<file path="config.mk">
export PLATFORM = sky130hd
export DESIGN_NAME = l2_lookup_pipe
export DESIGN_NICKNAME = d
export VERILOG_FILES = /design/src/rtl/l2_lookup_pipe_pkg.sv /design/src/rtl/l2_way_select.sv /design/src/rtl/l2_lookup_pipe.sv
export SDC_FILE = /design/constraint.sdc
export NUM_CORES = 1
export LEC_CHECK = 0
export ABC_AREA = 1
export ABC_CLOCK_PERIOD_IN_PS = 11600
export CAP_MARGIN = 5
export CORE_AREA = 2 2 523 525
export CTS_CLUSTER_DIAMETER = 30
export DETAILED_ROUTE_END_ITERATION = 8
export DIE_AREA = 0 0 525 527
export GPL_TIMING_DRIVEN = 0
export PLACE_DENSITY = 0.33
export RECOVER_POWER = 100
export SLEW_MARGIN = 15
export SYNTH_ARGS = -nofsm -noshare
export SYNTH_HDL_FRONTEND = slang
export SYNTH_HIERARCHICAL = 1
export SYNTH_SLANG_ARGS = --single-unit
</file>
<file path="constraint.sdc">
create_clock -name clk -period 11.6 [get_ports clk]
set_clock_uncertainty 0.1 [all_clocks]
set_input_delay 1.16 -clock clk [delete_from_list [all_inputs] [get_ports clk]]
set_output_delay 1.16 -clock clk [all_outputs]
set_load 0.01 [all_outputs]
</file>
<file path="src/rtl/l2_lookup_pipe_pkg.sv">
// Shared L2 types for the lookup stage and the fill path.
// Geometry constants mirror the local memory configuration.
package l2_lookup_pipe_pkg;

  localparam int L2_NUM_PORTS      = 8;
  localparam int L2_WAY_BITS       = 3;
  localparam int L2_SETS           = 16;
  localparam int L2_SET_BITS       = 4;
  localparam int L2_TAG_BITS       = 8;
  localparam int BITS_PER_LINE     = 128;
  localparam int WORDS_PER_LINE    = 1;
  localparam int HPROT_WIDTH       = 2;
  localparam int STABLE_STATE_BITS = 3;
  localparam int L2_ID_BITS        = 4;

  typedef logic [STABLE_STATE_BITS-1:0] state_t;
  typedef logic [L2_SET_BITS-1:0]       l2_set_t;
  typedef logic [L2_TAG_BITS-1:0]       l2_tag_t;
  typedef logic [L2_WAY_BITS-1:0]       l2_way_t;
  typedef logic [BITS_PER_LINE-1:0]     line_t;
  typedef logic [HPROT_WIDTH-1:0]       hprot_t;
  typedef logic [L2_ID_BITS-1:0]        l2_id_t;

  localparam state_t INVALID = '0;

  typedef struct packed {
    logic    hit;
    l2_way_t way;
    logic    empty;
    l2_set_t set;
    l2_tag_t tag;
    l2_id_t  id;
    line_t   line;
    hprot_t  hprot;
    state_t  state;
  } l2_lookup_rsp_t;

  typedef enum logic {
    LK_INIT,
    LK_RUN
  } lookup_fsm_t;

endpackage

</file>
<file path="src/rtl/l2_way_select.sv">
// Per-set way resolution: lowest hit, else lowest INVALID, else victim.
// Purely combinational so the fill path can share it.
module l2_way_select
  import l2_lookup_pipe_pkg::*;
#(
  parameter int NUM_WAYS = L2_NUM_PORTS
) (
  input  l2_tag_t [NUM_WAYS-1:0] tags,
  input  state_t  [NUM_WAYS-1:0] states,
  input  l2_tag_t                tag,
  input  l2_way_t                evict_way,
  output logic                   hit,
  output l2_way_t                way,
  output logic                   empty,
  output logic                   multi_hit
);

  logic    has_inv;
  l2_way_t hit_way;
  l2_way_t inv_way;

  always_comb begin
    hit       = 1'b0;
    multi_hit = 1'b0;
    has_inv   = 1'b0;
    hit_way   = '0;
    inv_way   = '0;
    for (int w = 0; w < NUM_WAYS; w++) begin
      if (states[w] != INVALID && tags[w] == tag) begin
        if (hit) begin
          multi_hit = 1'b1;
        end else begin
          hit     = 1'b1;
          hit_way = l2_way_t'(w);
        end
      end
      if (states[w] == INVALID && !has_inv) begin
        has_inv = 1'b1;
        inv_way = l2_way_t'(w);
      end
    end
  end

  assign way   = hit ? hit_way :
                 (has_inv ? inv_way : evict_way);
  assign empty = !hit && has_inv;

endmodule

</file>
<file path="src/rtl/l2_lookup_pipe.sv">
// L2 lookup stage: owns lmem after reset for the state sweep, then
// issues set reads and resolves hit/victim into a registered response.
module l2_lookup_pipe
  import l2_lookup_pipe_pkg::*;
#(
  parameter int NUM_WAYS = L2_NUM_PORTS,
  parameter int NUM_SETS = L2_SETS,
  parameter int ID_BITS  = L2_ID_BITS
) (
  input  logic                    clk,
  input  logic                    rst,
  input  logic                    req_valid,
  output logic                    req_ready,
  input  l2_set_t                 req_set,
  input  l2_tag_t                 req_tag,
  input  logic [ID_BITS-1:0]      req_id,
  output logic                    rsp_valid,
  input  logic                    rsp_ready,
  output logic                    rsp_hit,
  output l2_way_t                 rsp_way,
  output logic                    rsp_empty,
  output l2_set_t                 rsp_set,
  output l2_tag_t                 rsp_tag,
  output logic [ID_BITS-1:0]      rsp_id,
  output line_t                   rsp_line,
  output hprot_t                  rsp_hprot,
  output state_t                  rsp_state,
  input  logic                    ext_wr_req,
  input  l2_set_t                 ext_set,
  output logic                    lookup_idle,
  output logic                    init_done,
  output logic                    multi_hit_err,
  output logic                    lmem_rd_en,
  output logic                    lmem_wr_rst,
  output logic                    lmem_wr_en_state,
  output l2_set_t                 lmem_set_in,
  output state_t [WORDS_PER_LINE-1:0] lmem_wr_data_state,
  input  line_t   [NUM_WAYS-1:0]  lmem_rd_data_line,
  input  l2_tag_t [NUM_WAYS-1:0]  lmem_rd_data_tag,
  input  hprot_t  [NUM_WAYS-1:0]  lmem_rd_data_hprot,
  input  state_t  [NUM_WAYS-1:0][WORDS_PER_LINE-1:0] lmem_rd_data_state,
  input  l2_way_t                 lmem_rd_data_evict_way
);

  localparam l2_set_t LAST_SET = l2_set_t'(NUM_SETS - 1);

  lookup_fsm_t fsm;
  lookup_fsm_t fsm_nxt;
  l2_set_t     sweep_cnt;
  logic        sweep_last;

  logic               s1_valid;
  l2_set_t            s1_set;
  l2_tag_t            s1_tag;
  logic [ID_BITS-1:0] s1_id;

  l2_lookup_rsp_t rsp_q;
  l2_lookup_rsp_t rsp_d;

  logic run;
  logic s2_free;
  logic stall;
  logic accept;
  logic s1_adv;

  logic    sel_hit;
  logic    sel_empty;
  logic    sel_multi;
  l2_way_t sel_way;

  state_t [NUM_WAYS-1:0] way_state;

  assign sweep_last = (sweep_cnt == LAST_SET);

  always_ff @(posedge clk) begin
    if (rst) begin
      fsm       <= LK_INIT;
      sweep_cnt <= '0;
    end else begin
      fsm <= fsm_nxt;
      if (fsm == LK_INIT && !sweep_last)
        sweep_cnt <= sweep_cnt + 1'b1;
    end
  end

  always_comb begin
    fsm_nxt          = fsm;
    lmem_wr_rst      = 1'b0;
    lmem_wr_en_state = 1'b0;
    init_done        = 1'b0;
    unique case (fsm)
      LK_INIT: begin
        lmem_wr_rst      = 1'b1;
        lmem_wr_en_state = 1'b1;
        if (sweep_last)
          fsm_nxt = LK_RUN;
      end
      LK_RUN: begin
        init_done = 1'b1;
      end
    endcase
  end

  assign lmem_wr_data_state = {WORDS_PER_LINE{INVALID}};

  assign run       = (fsm == LK_RUN);
  assign s2_free   = !rsp_valid || rsp_ready;
  assign stall     = s1_valid && !s2_free;
  assign s1_adv    = !s1_valid || s2_free;
  assign req_ready = run && !ext_wr_req && s1_adv;
  assign accept    = req_valid && req_ready;

  assign lmem_rd_en  = accept;
  assign lookup_idle = !s1_valid && !rsp_valid;

  // Holding the set during a stall keeps SRAM outputs and evict_way valid.
  always_comb begin
    lmem_set_in = req_set;
    priority case (1'b1)
      !run:       lmem_set_in = sweep_cnt;
      stall:      lmem_set_in = s1_set;
      ext_wr_req: lmem_set_in = ext_set;
      default:    lmem_set_in = req_set;
    endcase
  end

  always_ff @(posedge clk) begin
    if (rst)
      s1_valid <= 1'b0;
    else if (s1_adv)
      s1_valid <= accept;
    if (accept) begin
      s1_set <= req_set;
      s1_tag <= req_tag;
      s1_id  <= req_id;
    end
  end

  always_comb begin
    for (int w = 0; w < NUM_WAYS; w++)
      way_state[w] = lmem_rd_data_state[w][0];
  end

  l2_way_select #(
    .NUM_WAYS (NUM_WAYS)
  ) u_way_select (
    .tags      (lmem_rd_data_tag),
    .states    (way_state),
    .tag       (s1_tag),
    .evict_way (lmem_rd_data_evict_way),
    .hit       (sel_hit),
    .way       (sel_way),
    .empty     (sel_empty),
    .multi_hit (sel_multi)
  );

  always_comb begin
    rsp_d.hit   = sel_hit;
    rsp_d.way   = sel_way;
    rsp_d.empty = sel_empty;
    rsp_d.set   = s1_set;
    rsp_d.tag   = s1_tag;
    rsp_d.id    = s1_id;
    rsp_d.line  = lmem_rd_data_line[sel_way];
    rsp_d.hprot = lmem_rd_data_hprot[sel_way];
    rsp_d.state = way_state[sel_way];
  end

  always_ff @(posedge clk) begin
    if (rst) begin
      rsp_valid     <= 1'b0;
      multi_hit_err <= 1'b0;
    end else begin
      if (s2_free)
        rsp_valid <= s1_valid;
      if (s1_valid && sel_multi)
        multi_hit_err <= 1'b1;
    end
    if (s2_free && s1_valid)
      rsp_q <= rsp_d;
  end

  assign rsp_hit   = rsp_q.hit;
  assign rsp_way   = rsp_q.way;
  assign rsp_empty = rsp_q.empty;
  assign rsp_set   = rsp_q.set;
  assign rsp_tag   = rsp_q.tag;
  assign rsp_id    = rsp_q.id;
  assign rsp_line  = rsp_q.line;
  assign rsp_hprot = rsp_q.hprot;
  assign rsp_state = rsp_q.state;

endmodule

</file>
=== Word-level counts from Yosys, hierarchy flattened ===
Cells that the tools add are included.
W data, S select, Z words.

* Register bits: 178
* Bits of input ports: 1156
* Output and inout bits: 169
* Logic and storage cells: 150

* $add $sub $neg: 1
* Order comparisons: 1
* Equality and inequality tests: 9
* Multiplexer cells: 66
* Bitwise logic cells: 1
* Reduce and logical (&&, ||, !) cells: 55

{| class="wikitable"
|+ Operator list
! cell !! count
|-
| $bmux W128 S3 || 1
|-
| $mux W128 || 1
|-
| $eq A8 B8 Y1 || 8
|-
| $mux W3 || 20
|-
| $mux W1 || 36
|-
| $logic_and A1 B1 Y1 || 24
|-
| $logic_not A3 Y1 || 8
|-
| $reduce_bool A3 Y1 || 8
|-
| $logic_not A1 Y1 || 13
|-
| $mux W4 || 3
|-
| $bmux W3 S3 || 1
|-
| $bmux W2 S3 || 1
|-
| $mux W2 || 3
|-
| $add A4 B1 Y4 const B || 1
|-
| $eq A4 B4 Y1 const B || 1
|-
| $lt A3 B4 Y1 const B || 1
|-
| $logic_or A1 B1 Y1 || 2
|-
| $not A1 Y1 || 1
|}

=== Logic depth before layout (Yosys ltp) ===
Gate-level depths: netlist (run 1).

* Depth after elaboration: 27
* Depth in mapped cells: 22
* Depth with buffers taken out: 19

=== Cells and area by module ===
The synthesis (run 1) kept the hierarchy.

{| class="wikitable"
|+ By module, submodules not included
! module !! instances !! cells an instance !! area each (um2) !! seq. area each (um2)
|-
| l2_lookup_pipe || 1 || 3806 || 19824.0 || 5265.0
|-
| l2_way_select || 1 || 313 || 1468.9 || 0.0
|}

=== Least setup slack after synthesis (run 1) ===
No wires, ideal clock.

* Path kind: input -> register
* Start point: input port rsp_ready
* End point: register rsp_q, in the netlist rsp_empty (enable)
* Setup time: 0.670 ns
* Arrival: 7.648 ns
* Data required time: 10.830 ns
* Slack: 3.182 ns
* Stages: 2
* Path buffers: 0
* Cell sequence: nor2_1 nor2_1

* Word-level cells in the longest chain between the ends: 2

{| class="wikitable"
|+ RTL lines
! element !! RTL line !! text
|-
| start, declared || l2_lookup_pipe.sv:18 || <nowiki>input logic rsp_ready,</nowiki>
|-
| $logic_or A1 B1 Y1 || l2_lookup_pipe.sv:107 || <nowiki>assign s2_free = !rsp_valid || rsp_ready;</nowiki>
|-
| $logic_and A1 B1 Y1 || l2_lookup_pipe.sv:179 || <nowiki>if (s2_free && s1_valid)</nowiki>
|-
| end signal, assigned || l2_lookup_pipe.sv:180 || <nowiki>rsp_q <= rsp_d;</nowiki>
|-
| end, declared || l2_lookup_pipe.sv:57 || <nowiki>l2_lookup_rsp_t rsp_q;</nowiki>
|}

Every way passes these cells.
A chain may end at the register's enable or synchronous reset.

=== Final worst setup path (run 1) ===
* Start point: input port rsp_ready
* End point: register rsp_q, in the netlist rsp_line[77] (enable)

Same word-level chain as after synthesis.

==> flow_metrics.py, run 1 <==
metrics = {
    "place": {
        "dp_hpwl_um": 200000,
        "gp_congestion": 0.919,
        "port_buffers": 1321,
        "placedCellCount": 9041,
    },
    "global_route": {
        "grt_pass1_vias": 30800,
        "antenna_found_initial": 90,
        "grt_max_degree": 24,
        "overflow": 0,
        "grt_pass1_wl_um": 295000,
        "grt_usage_pct": 16.0,
    },
    "logic_synthesis": {
        "syn_area_um2": 21300,
        "yosys.area_share.xor_xnor_pct": 0.987,
        "synth_area_leaders": "nand2_1 33%, edfxtp_1 24%, inv_1 20%, nand3_1 13%, buf_2 3.6%",
        "avgSynthCellArea_um2": 5.17,
        "synth_edf_count": 170,
        "synth_top_area_share_pct": 33.2,
        "yosys.area_share.adder_pct": 0.0588,
        "synth-simple-area-share_pct": 48.2,
        "synthDistinctLibCells": 35,
        "syn_inst": 4119,
        "ys_warn_count": 6,
        "synth_common_cells": "1885 x nand2_1, 1130 x inv_1, 559 x nand3_1, 170 x edfxtp_1, 155 x buf_2",
        "ys.flop_type": "edfxtp_1",
        "synth_area_leader_cell": "nand2_1",
        "ys_seq_area_share_pct": 24.7,
        "synth_top_family_by_area": "simple AND/OR/NAND/NOR gates",
        "synth-compound-area-share_pct": 0.782,
        "synthMuxAreaShare_pct": 0,
        "ys_seq_elements": 178,
        "async_flop_share_pct": 0,
        "synth.most_common_cell": "nand2_1",
    },
    "die": {
        "dieArea_um2": 277000,
        "core-area_um2": 272000,
        "die_y_um": 527,
        "rows": 192,
        "initial_core_util_pct": 7.84,
        "ioPinCount": 1325,
        "die_w_um": 525,
    },
    "clocking": {
        "cts_root_buf": "clkbuf_16",
        "clock_sinks": 178,
        "cts_resized": 0,
        "numCtsBuffers": 25,
        "clk_pin_slew_ps": 90,
        "cts_tree": "yes",
        "clockBufferDepth": 3,
        "ctsHoldBuffers": 0,
        "clk_latency_ps": 570,
        "post_cts_buffers": 0,
        "cts-htree-levels": 4,
    },
    "routing": {
        "wl_met2_um": 112000,
        "wl_per_cell_um": 25.2,
        "dr.pass1.iters": 5,
        "ant_nets": 0,
        "dr_wl_met3_um": 17100,
        "drc": 0,
        "num_vias": 30000,
        "drtIter0Drc": 1414,
        "wl_met1_um": 95900,
        "maxUsedRoutingLayer": "met5",
        "wl_um": 229000,
        "viasPerCell": 3.30,
    },
    "timing": {
        "relSlewSlack_pct": -79.5,
        "finalMaxSlewViolations": 110,
        "finalCriticalPeriod_ps": 7360,
        "fin_crit_sh_pct": 63.5,
        "tns_ps": 0,
        "fmax_mhz": 136,
        "tightest_slew_ps": 2690,
        "rsz0062_at_grt": "no",
        "hold_viol": 0,
        "finalSetupViolCount": 0,
    },
    "critical_path": {
        "cp.required_ps": 11680,
        "path_class": "in2reg",
        "end_kind": "flip-flop",
        "arrival_ps": 7440,
        "cp_max_fo": 23,
        "worst_setup_path_start_kind": "input port",
    },
    "job": {
        "drv_cap": 6,
    },
    "power_and_ir_drop": {
        "power.share.clock_pct": 23.2,
        "comb_power_share_pct": 56.3,
        "p_leak_nw": 20.5,
        "power_frac_seq_pct": 20.5,
        "swShare_pct": 47.0,
        "power_density_nw_per_um2": 90.4,
        "peakVddDrop_mv": 0.0620,
        "p_sw_mw": 1.69,
        "p_int_mw": 1.91,
    },
    "run_status": {
        "status": "finished with violations",
        "violations": "max-capacitance violations, max-slew violations",
    },
    "cells_and_area": {
        "layout.nets": 6636,
        "final_cell_count_no_fill": 9108,
        "area_growth_pct": 87.3,
        "drive_gt1_share_pct": 3.87,
        "final_core_util_pct": 14.7,
    },
    "min_path": {
        "holdCritPathClass": "reg2reg",
    },
}
-- flip-flops by register name (all words and copies together) (netlist names), 2 cells and up --
register,count
rsp_way,3
rsp_hprot,2
s1_id,4
rsp_line,128
rsp_tag,8
s1_set,4
rsp_state,3
sweep_cnt,4
rsp_set,4
s1_tag,8
rsp_id,4
-- cell usage in the layout (no fill, tap or decap), types with 3 or more instances in the layout --
cell type / count
o21ai_0: 16
edfxtp_1: 170
nand2_2: 3
diode_2: 34
nand4_1: 4
clkbuf_1: 58
o21ai_2: 3
nor3_1: 4
nand2_1: 1885
xnor2_1: 17
buf_4: 16
dfxtp_1: 8
buf_2: 138
inv_2: 7
inv_1: 1132
clkdlybuf4s50_1: 1137
buf_1: 9
clkbuf_16: 25
o21ai_1: 4
or2_2: 4
clkinv_1: 5
bufinv_16: 3
nor2_1: 59
dlygate4sd3_1: 184
a21oi_1: 5
xor2_1: 7
conb_1: 3
nand3_1: 559
-- final cells by class --
class	count	area (um^2)
Antenna cell	34	85.1
Buffer	217	1070
Clock buffer	26	639
Clock inverter	7	105
Fill cell	31900	232000
Inverter	1140	4280
Multi-Input combinational cell	2586	10700
Sequential cell	178	5270
Tap cell	3589	4490
Timing Repair Buffer	1331	13300
-- power by group through the flow --
stage	sequential [mW]	clock, mW	combinational (mW)
after floorplan	0.756	0	0.846
after global placement	0.755	0	2.09
after detailed placement	0.755	0	2.09
after CTS	0.741	0.914	2.10
after global routing	0.741	0.913	2.23
final	0.741	0.837	2.03
-- worst max-delay path, cell delays in order --
cell	delay, ps
dlygate4sd3_1	520
nor2_1	120
nor2_1	1060
clkbuf_1	810
clkbuf_1	810
clkbuf_1	830
clkbuf_1	1170
clkbuf_1	880
-- cell families after synthesis --
family                   Yosys count
XOR/XNOR                          24
buffers and inverters           1357
AO/OA/AOI/OAI                     30
adder cells (fa/ha/maj)            1
other                              1
flip-flops                       178
AND/OR/NAND/NOR                 2528
-- per-layer routing --
layer,up-vias,global-route usage [%]
li1,14600,-
met1,14000,19.1
met2,1232,28.2
met3,156,4.83
met4,60,2.78
met5,-,0
-- worst paths after layout --
| path | start | slack, ps | cells after the start | end |
|---|---|---|---|---|
| setup / recovery | rsp_ready | 4240 | 8 | rsp_line[77] |
| hold / removal | s1_id[2] | 330 | 0 | rsp_id[2] |
| setup reg to reg | s1_valid | 4770 | 8 | rsp_line[77] |
| hold reg to reg | s1_id[2] | 330 | 0 | rsp_id[2] |
-- metrics by stage --
step | area, um^2 | hold WS [ps] | setup slack (ps) | total power [mW]
floorplan | 21300 | 300 | 3180 | 1.60
global route | 39800 | 347 | 3460 | 3.88
CTS | 40000 | 339 | 5520 | 3.76
detailed placement | 39300 | 310 | 4870 | 2.84
global placement | 39000 | 303 | -5230 | 2.85
finish | 39900 | 334 | 4240 | 3.61
Power figures use the tool's default switching activity.
==> inputs of run 2 (changes only) <==
--- a/config.mk
+++ b/config.mk
@@ -6,7 +6,7 @@
 export NUM_CORES = 1
 export LEC_CHECK = 0
 export ABC_AREA = 1
-export ABC_CLOCK_PERIOD_IN_PS = 11600
+export ABC_CLOCK_PERIOD_IN_PS = 7350
 export CAP_MARGIN = 5
 export CORE_AREA = 2 2 523 525
 export CTS_CLUSTER_DIAMETER = 30
==> constraint.sdc (replaced) <==
create_clock -name clk -period 7.35 [get_ports clk]
set_clock_uncertainty 0.1 [all_clocks]
set_input_delay 0.735 -clock clk [delete_from_list [all_inputs] [get_ports clk]]
set_output_delay 0.735 -clock clk [all_outputs]
set_load 0.01 [all_outputs]
==> run 2 against run 1 <==
Effect of this change: critical path depth rose by 9; the flow still finishes with violations (max-capacitance violations, max-slew violations); largest power group unchanged; combinational power grew 61%; first-iteration DRC count grew 18%; final area grew 0.18%; register-to-register slack got worse by 3400 ps; final cell count barely moved; sequential share of layout area about the same; sequential power grew 58%; clock-buffer cell count increased by 2; total power up 58%; die area unchanged; wire length up 1.1%.
==> flow_metrics.py, run 2 (synthesized netlist as in run 1, its figures left out) <==
metrics = {
    "power_and_ir_drop": {
        "swShare_pct": 47.6,
        "p_int_mw": 2.99,
        "p_leak_nw": 20.5,
        "power.share.clock_pct": 22.1,
        "power_frac_seq_pct": 20.5,
        "p_sw_mw": 2.71,
        "peakVddDrop_mv": 0.105,
        "power_density_nw_per_um2": 143,
        "comb_power_share_pct": 57.3,
    },
    "place": {
        "dp_hpwl_um": 203000,
        "port_buffers": 1321,
        "placedCellCount": 9042,
        "gp_congestion": 0.943,
    },
    "critical_path": {
        "arrival_ps": 6150,
        "cp.required_ps": 7550,
        "cp_max_fo": 10,
        "path_buf_inv": 5,
        "cp_slowest_cell": "inv_1",
        "rrSetupSlack_ps": 1400,
        "end_kind": "flip-flop",
        "worst_setup_path_start_kind": "flip-flop",
        "path_class": "reg2reg",
        "path_cells": "buf_4, xnor2_1, nand3_1, nor2_1, nor2_1, nand3_2, inv_1, nand2_1, nand2_1, inv_1, buf_2, clkbuf_1, nand2_1, nand3_1, nand2_1, nand2_1, nand2_1",
        "cp_top_family": "buffers and inverters",
        "cp_common_cell": "nand2_1",
        "slowest_delay_ps": 780,
    },
    "global_route": {
        "grt_pass1_vias": 31000,
        "grt_usage_pct": 16.2,
        "grt_max_degree": 22,
        "grt_pass1_wl_um": 297000,
        "antenna_found_initial": 88,
        "overflow": 0,
    },
    "clocking": {
        "cts_tree": "yes",
        "ctsHoldBuffers": 0,
        "numCtsBuffers": 25,
        "clock_sinks": 178,
        "cts_resized": 0,
        "post_cts_buffers": 0,
        "clockBufferDepth": 3,
        "clk_latency_ps": 570,
        "clk_pin_slew_ps": 100,
        "cts_root_buf": "clkbuf_16",
        "cts-htree-levels": 4,
    },
    "routing": {
        "drc": 0,
        "drtIter0Drc": 1672,
        "ant_nets": 0,
        "wl_per_cell_um": 25.4,
        "num_vias": 30300,
        "wl_um": 232000,
        "viasPerCell": 3.33,
        "dr.pass1.iters": 5,
    },
    "timing": {
        "rsz0062_at_grt": "no",
        "finalSetupViolCount": 0,
        "finalMaxSlewViolations": 37,
        "relSlewSlack_pct": -12.2,
        "fin_crit_sh_pct": 81.0,
        "fmax_mhz": 168,
        "tightest_slew_ps": 1680,
        "hold_viol": 0,
        "finalCriticalPeriod_ps": 5950,
    },
    "run_status": {
        "status": "finished with violations",
        "violations": "max-capacitance violations, max-slew violations",
    },
    "die": {
        "ioPinCount": 1325,
        "die_y_um": 527,
        "rows": 192,
        "dieArea_um2": 277000,
        "initial_core_util_pct": 7.84,
        "core-area_um2": 272000,
        "die_w_um": 525,
    },
    "cells_and_area": {
        "final_cell_count_no_fill": 9111,
        "drive_gt1_share_pct": 3.86,
        "final_common_cell": "nand2_1",
        "area_growth_pct": 87.6,
        "final_cell_mix": "1885 x nand2_1, 1139 x clkdlybuf4s50_1, 1134 x inv_1",
        "layout.nets": 6637,
        "largest_reg_flops": 128,
        "final_core_util_pct": 14.7,
    },
    "job": {
        "drv_cap": 2,
    },
    "min_path": {
        "holdCritPathClass": "reg2reg",
    },
}
## run 2: cell types whose count changed in the layout (fill, tap and decap cells not counted), moves of 3 or more
cell | previous run | this run
buf_12 | 1 | 4
buf_2 | 138 | 135
clkbuf_1 | 58 | 61
clkinv_1 | 5 | 2
## run 2: power by group through the flow
stage	clock network, mW	logic (mW)	registers (mW)
2_1_floorplan	0	1.34	1.19
3_3_place_gp	0	3.37	1.19
3_5_place_dp	0	3.37	1.19
4_1_cts	1.36	3.38	1.17
5_1_grt	1.37	3.58	1.17
6_report	1.26	3.27	1.17
## run 2: area by class of cell
type / instances / area, um^2
fillers: 31800 / 232000
repair buffers: 1332 / 13400
multi-input cells: 2586 / 10700
flip-flops and latches: 178 / 5270
well taps: 3589 / 4490
inverters: 1140 / 4280
plain buffers: 217 / 1060
clock buffers: 28 / 647
diodes: 36 / 90.1
clock inverters: 5 / 73.8
## run 2: through the flow
step | power [mW] | worst slack (ps) | hold WS [ps] | cell area (um^2) | setup TNS [ps]
4_1_cts | 5.92 | 1540 | 329 | 40000 | 0
2_1_floorplan | 2.53 | 1970 | 300 | 21300 | 0
6_report | 5.70 | 1400 | 331 | 39900 | 0
3_5_place_dp | 4.56 | 1120 | 312 | 39300 | 0
3_3_place_gp | 4.56 | -3160 | 304 | 39000 | -468910
5_1_grt | 6.12 | 904 | 332 | 39900 | 0
## run 2: per-layer routing
| layer | GRT usage [%] | vias up | wire length, um |
|---|---|---|---|
| met1 | 18.6 | 14100 | 93300 |
| met4 | 3.58 | 58 | 4660 |
| met2 | 28.9 | 1379 | 114000 |
| met3 | 5.23 | 185 | 19200 |
| met5 | 0 | - | 366 |
| li1 | - | 14600 | - |
## run 2: worst reg2reg max path, delay by kind of cell (launching register included)
kind,cells,cell delay [ps]
AND/OR/NAND/NOR,11,1830
flip-flops,1,500
XOR/XNOR,1,550
buffers and inverters,5,2680
## run 2: path summary, 6_finish.rpt
check	depth (start not counted)	to	from
worst max register to register	17	rsp_line[94]	s1_tag[5]
worst max-delay path	17	rsp_line[94]	s1_tag[5]
worst min-delay path	0	rsp_id[1]	s1_id[1]
worst min register to register	0	rsp_id[1]	s1_id[1]
==> inputs of run 3 (changes only) <==
--- a/config.mk
+++ b/config.mk
@@ -6,7 +6,7 @@
 export NUM_CORES = 1
 export LEC_CHECK = 0
 export ABC_AREA = 1
-export ABC_CLOCK_PERIOD_IN_PS = 7350
+export ABC_CLOCK_PERIOD_IN_PS = 6100
 export CAP_MARGIN = 5
 export CORE_AREA = 2 2 523 525
 export CTS_CLUSTER_DIAMETER = 30
==> constraint.sdc (replaced) <==
create_clock -name clk -period 6.1 [get_ports clk]
set_clock_uncertainty 0.1 [all_clocks]
set_input_delay 0.61 -clock clk [delete_from_list [all_inputs] [get_ports clk]]
set_output_delay 0.61 -clock clk [all_outputs]
set_load 0.01 [all_outputs]
==> run 3 against run 2 <==
Effect of this change: the run still ends with max-capacitance violations, max-slew violations left; first-iteration DRC count is 2.5% higher; non-clock buffer count stayed put; wire length hardly changed; largest cell class unchanged.
==> flow_metrics.py, run 3 (synthesized netlist as in run 1, its figures left out) <==
metrics = {
    "run_status": {
        "status": "finished with violations",
        "violations": "max-capacitance violations, max-slew violations",
    },
    "job": {
        "drv_cap": 2,
    },
    "critical_path": {
        "worst_r2r_path_depth": 17,
        "arrival_ps": 5760,
        "end_kind": "flip-flop",
        "path_class": "reg2reg",
        "worst_setup_path_start_kind": "flip-flop",
        "cp_max_fo": 11,
        "cp.required_ps": 6300,
        "rrSetupSlack_ps": 540,
        "startpoint": "s1_tag[5]",
        "worstReg2RegStart": "s1_tag[5]",
    },
    "routing": {
        "dr.pass1.iters": 7,
        "drtIter0Drc": 1714,
        "num_vias": 30400,
        "drc": 0,
        "wl_per_cell_um": 25.4,
        "viasPerCell": 3.33,
        "wl_um": 232000,
        "ant_nets": 0,
    },
    "place": {
        "placedCellCount": 9042,
        "place_area_um2": 39300,
        "dp_hpwl_um": 203000,
        "pre_cts_ws_ps": -1.81,
        "port_buffers": 1321,
        "gp_congestion": 0.943,
    },
    "cells_and_area": {
        "final_common_cell": "nand2_1",
        "largest_reg_flops": 128,
        "fin_area_um2": 40000,
        "final_cell_count_no_fill": 9112,
        "area_growth_pct": 87.7,
        "final_cell_mix": "1885 x nand2_1, 1140 x clkdlybuf4s50_1, 1131 x inv_1",
        "drive_gt1_share_pct": 4.16,
        "layout.nets": 6637,
    },
    "global_route": {
        "grt_max_degree": 22,
        "grt_pass1_wl_um": 297000,
        "overflow": 0,
        "grt_pass1_vias": 31000,
        "antenna_found_initial": 88,
        "grt_usage_pct": 16.2,
    },
    "clocking": {
        "ctsHoldBuffers": 0,
        "cts_resized": 0,
        "cts_root_buf": "clkbuf_16",
        "clk_latency_ps": 570,
        "cts_tree": "yes",
        "clockBufferDepth": 3,
        "cts-htree-levels": 4,
        "clock_sinks": 178,
        "clk_pin_slew_ps": 100,
        "numCtsBuffers": 25,
        "post_cts_buffers": 0,
    },
    "power_and_ir_drop": {
        "p_total_mw": 6.87,
        "peakVddDrop_mv": 0.126,
        "power_density_nw_per_um2": 172,
        "p_leak_nw": 20.5,
    },
    "die": {
        "die_y_um": 527,
        "core-area_um2": 272000,
        "die_w_um": 525,
        "dieArea_um2": 277000,
        "initial_core_util_pct": 7.84,
        "ioPinCount": 1325,
        "rows": 192,
    },
    "min_path": {
        "holdCritPathClass": "reg2reg",
        "min_from": "s1_id[1]",
        "whs_path_depth": 0,
    },
    "timing": {
        "finalMaxSlewViolations": 37,
        "fmax_mhz": 180,
        "relSlewSlack_pct": -12.0,
        "fin_crit_sh_pct": 91.2,
        "tightest_slew_ps": 1670,
        "hold_viol": 0,
        "finalSetupViolCount": 0,
        "rsz0062_at_grt": "no",
        "fin_hold_ws_ps": 334,
        "finalCriticalPeriod_ps": 5560,
        "fin_ws_ps": 536,
    },
}
## run 3: cell count changes in the layout (fill, tap and decap cells not counted), moves of 2 or more
cell and change:
buf_1 -2, clkbuf_2 +6, inv_1 -3, clkbuf_1 -10
buf_2 +6, inv_2 +3
## run 3: final cells by class
type / count / area, um^2
Sequential cell: 178 / 5270
Timing Repair Buffer: 1332 / 13400
Fill cell: 31800 / 232000
Clock inverter: 5 / 73.8
Antenna cell: 37 / 92.6
Buffer: 217 / 1080
Inverter: 1140 / 4280
Tap cell: 3589 / 4490
Clock buffer: 28 / 647
Multi-Input combinational cell: 2586 / 10700
## run 3: where the power goes
| group | switching [mW] | internal (mW) |
|---|---|---|
| clock | 0.685 | 0.836 |
| sequential | 0.00206 | 1.41 |
| combinational | 2.58 | 1.36 |
| total | 3.27 | 3.60 |
## run 3: worst max-delay path, cell delays in order (launching register included)
cell	delay, ps
edfxtp_1	510
buf_4	230
xnor2_1	540
nand3_1	340
nor2_1	220
nor2_1	130
nand3_2	110
inv_2	50
nand2_1	50
nand2_1	110
inv_2	470
buf_2	920
buf_2	420
nand2_1	90
nand3_1	240
nand2_1	190
nand2_1	330
nand2_1	120
## run 3: per-stage QoR
step	util [%]	setup TNS, ps
5_1_grt	14.7	0
6_report	14.7	0
2_1_floorplan	-	0
3_3_place_gp	14.4	-643070
4_1_cts	14.7	0
3_5_place_dp	14.5	-1.81
## run 3: metal layers
layer  up-vias  global-route usage (%)  share of wire (%)
met5         -                       0               0.16
met4        58                    3.58                2.0
met3       180                    5.23                8.3
met2      1364                    28.9                 49
met1     14200                    18.6                 40
li1      14600                       -                  -
## run 3: final timing paths
path / end
worst max-delay path: rsp_line[6]
worst max register to register: rsp_line[6]
worst min-delay path: rsp_id[1]
worst min register to register: rsp_id[1]
